### config.mk
export PLATFORM = sky130hd
export DESIGN_NAME = reset_sequencer
export DESIGN_NICKNAME = d
export VERILOG_FILES = /design/src/rtl/reset_seq_pkg.sv /design/src/rtl/sync_ff.sv /design/src/rtl/reset_sequencer.sv
export SDC_FILE = /design/constraint.sdc
export NUM_CORES = 1
export LEC_CHECK = 0
export ABC_AREA = 1
export ABC_CLOCK_PERIOD_IN_PS = 2300
export BUFFER_PORTS_ARGS = -buffer_cell sky130_fd_sc_hd__buf_4
export CAP_MARGIN = 20
export CORE_MARGIN = 2
export CORE_UTILIZATION = 50
export CTS_CLUSTER_SIZE = 10
export DETAILED_ROUTE_END_ITERATION = 10
export PLACE_DENSITY_LB_ADDON = 0.25
export SLEW_MARGIN = 10
export SYNTH_ARGS = -nofsm -noshare
export SYNTH_HDL_FRONTEND = slang
export SYNTH_SLANG_ARGS = --single-unit
### constraint.sdc
create_clock -name i_clk -period 2.3 [get_ports i_clk]
set_clock_uncertainty 0.05 [all_clocks]
set_input_delay 0.46 -clock i_clk [delete_from_list [all_inputs] [get_ports i_clk]]
set_output_delay 0.46 -clock i_clk [all_outputs]
set_load 0.01 [all_outputs]
### src/rtl/reset_seq_pkg.sv
// Shared types and sizing helpers for the reset sequencer.
package reset_seq_pkg;

   typedef enum logic [1:0] {
      HOLD      = 2'd0,
      WAIT_LOCK = 2'd1,
      RELEASE   = 2'd2,
      RUN       = 2'd3
   } state_t;

   // Counter width large enough to hold the biggest terminal count.
   function automatic int cnt_width(input int hold_cycles, input int stage_gap, input int lock_filter);
      int biggest;
      biggest = hold_cycles;
      if (stage_gap > biggest) biggest = stage_gap;
      if (lock_filter > biggest) biggest = lock_filter;
      return $clog2(biggest + 1);
   endfunction

endpackage

### src/rtl/sync_ff.sv
// Two-stage bit synchronizer with asynchronous active-low clear.
module sync_ff (
   input  logic clk,
   input  logic rst_n,
   input  logic d,
   output logic q
);

   logic meta;

   always_ff @(posedge clk or negedge rst_n) begin
      if (!rst_n) begin
         meta <= 1'b0;
         q    <= 1'b0;
      end else begin
         meta <= d;
         q    <= meta;
      end
   end

endmodule

### src/rtl/reset_sequencer.sv
// Holds subsystems in reset, waits for a stable PLL lock, then releases
// the per-stage resets one at a time in index order.
module reset_sequencer
   import reset_seq_pkg::*;
#(
   parameter int NUM_STAGES  = 3,
   parameter int HOLD_CYCLES = 16,
   parameter int LOCK_FILTER = 4,
   parameter int STAGE_GAP   = 8
) (
   input  logic                  i_clk,
   input  logic                  i_rst_n,
   input  logic                  i_pll_locked,
   input  logic                  i_soft_rst,
   output logic [NUM_STAGES-1:0] o_rst,
   output logic                  o_done,
   output logic [1:0]            o_state
);

   localparam int CW = cnt_width(HOLD_CYCLES, STAGE_GAP, LOCK_FILTER);
   localparam int IW = (NUM_STAGES > 1) ? $clog2(NUM_STAGES) : 1;

   state_t                state;
   logic [CW-1:0]         cnt;
   logic [CW-1:0]         filt;
   logic [IW-1:0]         idx;
   logic [NUM_STAGES-1:0] rst_q;
   logic                  done_q;
   logic                  lock_s;
   logic                  restart;

   sync_ff u_lock_sync (
      .clk   (i_clk),
      .rst_n (i_rst_n),
      .d     (i_pll_locked),
      .q     (lock_s)
   );

   // Lock loss only restarts once stages have begun to come out of reset.
   assign restart = i_soft_rst || (!lock_s && (state == RELEASE || state == RUN));

   always_ff @(posedge i_clk or negedge i_rst_n) begin
      if (!i_rst_n) begin
         state  <= HOLD;
         cnt    <= '0;
         filt   <= '0;
         idx    <= '0;
         rst_q  <= '1;
         done_q <= 1'b0;
      end else if (restart) begin
         state  <= HOLD;
         cnt    <= '0;
         filt   <= '0;
         idx    <= '0;
         rst_q  <= '1;
         done_q <= 1'b0;
      end else begin
         case (state)
            HOLD: begin
               if (cnt == CW'(HOLD_CYCLES - 1)) begin
                  state <= WAIT_LOCK;
                  cnt   <= '0;
               end else begin
                  cnt <= cnt + 1'b1;
               end
            end

            WAIT_LOCK: begin
               if (!lock_s) begin
                  filt <= '0;
               end else if (filt == CW'(LOCK_FILTER - 1)) begin
                  filt     <= '0;
                  cnt      <= '0;
                  rst_q[0] <= 1'b0;
                  if (NUM_STAGES == 1) begin
                     state  <= RUN;
                     done_q <= 1'b1;
                  end else begin
                     state <= RELEASE;
                     idx   <= IW'(1);
                  end
               end else begin
                  filt <= filt + 1'b1;
               end
            end

            RELEASE: begin
               if (cnt == CW'(STAGE_GAP - 1)) begin
                  cnt        <= '0;
                  rst_q[idx] <= 1'b0;
                  if (idx == IW'(NUM_STAGES - 1)) begin
                     state  <= RUN;
                     done_q <= 1'b1;
                  end else begin
                     idx <= idx + 1'b1;
                  end
               end else begin
                  cnt <= cnt + 1'b1;
               end
            end

            RUN: begin
            end
         endcase
      end
   end

   assign o_rst   = rst_q;
   assign o_done  = done_q;
   assign o_state = state;

endmodule

==> results.yml <==
detailed_routing:
  ant_nets: 0
  dr.first_iter.drc_count: 23
  wl_per_cell_um: 11.2
  vias: 1088
  drc: 0
  viasPerCell: 5.06
  firstDrtPassIters: 4
  drt-total-wl_mm: 2.40
synth:
  synth_seq_cells: 20
  synthSimpleGateAreaFrac: 0.301
  synth_fp_nets: 187
  synthArstFlopShare: 1.00
  synthesis.area_sq_um: 1310
  ys_seq_area_frac: 0.386
  synth_xor_area_frac: 0.0268
  synth_compound_area_frac: 0.0833
  yosys_warnings: 0
  synth_mux_area_frac: 0
  syn_avg_cell_area_sq_um: 7.60
  synth_edf_count: 0
  synth_top_family_by_area: "simple AND/OR/NAND/NOR gates"
  synthAdderAreaFrac: 0.105
  synth_ff_type: "dfrtp_1"
  synth_cells: 172
  ys_types: 21
cells_and_area:
  final_cell_mix: "nand2_1 (46), inv_1 (28), nand3_1 (18)"
  multi_input_area_sq_um: 676
  fillers: 232
  stdcell_count: 215
  design_area_sq_um: 1460
  layout_commonest_cell: "nand2_1"
  antenna_cells: 0
  layout-drive-gt1-share: 0.135
  fin_nets: 201
  syn_to_final_growth_pct: 11.7
  seqCellArea_sq_um: 504
  finish.utilization: 0.589
critical_path:
  crit_type: "reg2reg"
  r2r_setup_slack_ns: 0.33
  crit_path_end_kind: "flip-flop"
  cp-start-kind: "flip-flop"
  crit_required_ns: 2.46
  crit_fanout: 9
  crit_arrival_ns: 2.13
grt:
  grt_pass1_wl_mm: 3.94
  antenna_found_initial: 0
  grt_remaining_overflow: 0
  grt_start_max_net_pins: 21
  grt_usage: 0.181
  grt_pass1_vias: 964
placement:
  dpl.hpwl_mm: 1.85
  place_ws_ns: 0.369
  port_buffers: 9
  gp_congestion: 0.945
  dp_cells: 210
  postPlaceCellArea_sq_um: 1400
run_status:
  status: "completed"
sta:
  slew_violations: 0
  hold_violations: 0
  setup_viol: 0
  setup_ws_ns: 0.327
  fin_crit_ns: 1.97
  worst_slew_pin_slew_ns: 0.368
  setup_tns_ns: 0
  fmax_ghz: 0.507
  min_period_over_period: 0.858
  relSlewSlack: 0.754
  rsz0062_at_grt: "no"
power_and_ir_drop:
  power_switching_w: 0.000693
  p_per_area_nw_per_um2: 1100
  power.leakage_nw: 0.766
  combPwrFrac: 0.500
  ir_drop_uv: 763
  p_sw_frac: 0.430
  pwr-share-seq: 0.320
  power.share.clock: 0.180
  internal_power_w: 0.000917
clock_tree:
  cts_num_sinks: 20
  root_buffer: "clkbuf_4"
  clk_latency_ns: 0.31
  post_cts_buffers: 0
  cts_tree: "built"
  cts_max_level: 1
  clk_pin_slew_worst_paths_ns: 0.12
  ctsHoldBuffers: 1
  numCtsBuffers: 3
  clockBufferDepth: 2
  cts_resized: 0
die:
  core_sq_um: 2480
  die_x_um: 55.1
  floorplan.initialDensity: 0.528
  die_height_um: 55.1
  dieArea_sq_um: 3040
  num_rows: 18
  ios: 10
worst_hold_path:
  hold_path.class: "in2reg"
run:
  cap_violations: 0
-- area by class of cell --
type                            instances  share of cell area
Multi-Input combinational cell        122               0.463
Timing Repair Buffer                   11              0.0583
Inverter                               28              0.0720
Clock inverter                          1              0.0206
Clock buffer                            3              0.0154
Sequential cell                        20               0.345
Tap cell                               30              0.0257
-- registers in the layout (all words and copies together) (netlist names) --
register	count
o_state	2
filt	5
idx	2
cnt	5
u_lock_sync.meta	1
o_rst	3
o_done	1
u_lock_sync.q	1
-- per-stage QoR --
stage | total power (W) | hold slack, ns
floorplan | 0.00115 | 0.114
global route | 0.00177 | 0.182
detailed placement | 0.00132 | 0.285
global placement | 0.00131 | 0.287
CTS | 0.00162 | 0.184
finish | 0.00161 | 0.196
-- worst paths after layout --
path / from / to / cells after the start
hold reg to reg: u_lock_sync.meta / u_lock_sync.q / 0
min in group asynchronous: i_rst_n / idx[0] / 2
hold / removal: i_pll_locked / u_lock_sync.meta / 1
setup / recovery: o_state[0] / o_state[1] / 10
setup reg to reg: o_state[0] / o_state[1] / 10
max in group asynchronous: i_rst_n / o_rst[2] / 2
-- layer usage --
layer	up-vias	part of all wire	routed length (um)	global-route usage
met4	0	0.018	43	0.0894
met2	16	0.42	1010	0.278
li1	569	-	-	-
met5	-	0	0	0
met3	6	0.025	60	0.0269
met1	497	0.54	1290	0.247
-- worst max-delay path: stages (launching register included) --
cell and delay, ns:
dfrtp_1 0.44, inv_1 0.10, ha_1 0.38, inv_1 0.15
nand3_1 0.15, nor2_1 0.06, nor2_2 0.19, buf_4 0.20
nand2_4 0.05, nand2_1 0.05, nand2_1 0.05
-- cell families (layout without fill, tap and decap cells) --
family                     after synthesis  count (layout)
AOI/OAI and AO/OA                       17              17
and+or+nand+nor                         90              90
xor gates and xnor gates                 4               4
buffers and inverters                   30              43
DFF                                     20              20
adders and majority gates               11              11
-- synthesized netlist by cell type, types with 2 or more instances --
cell type  number  area [sq um]
nor2_2          3          18.8
dfstp_2         3          78.8
o21ai_2         2          17.5
nand2_1        46           173
a21oi_1         3          15.0
ha_1           11           138
nor2_1         15          56.3
xor2_1          3          26.3
o21ai_0         9          45.0
nand3_1        18          90.1
nand4_1         5          31.3
inv_1          28           105
dfrtp_1        17           425
buf_6           2          22.5
-- power by group through the flow --
stage | Combinational, W | Clock (W) | Sequential (W)
global route | 0.000932 | 0.000309 | 0.000526
global placement | 0.000789 | 0 | 0.000516
CTS | 0.000809 | 0.000297 | 0.000514
floorplan | 0.000633 | 0 | 0.000515
finish | 0.000805 | 0.000290 | 0.000514
detailed placement | 0.000799 | 0 | 0.000521
No activity file was read; power rests on OpenSTA's default activity.
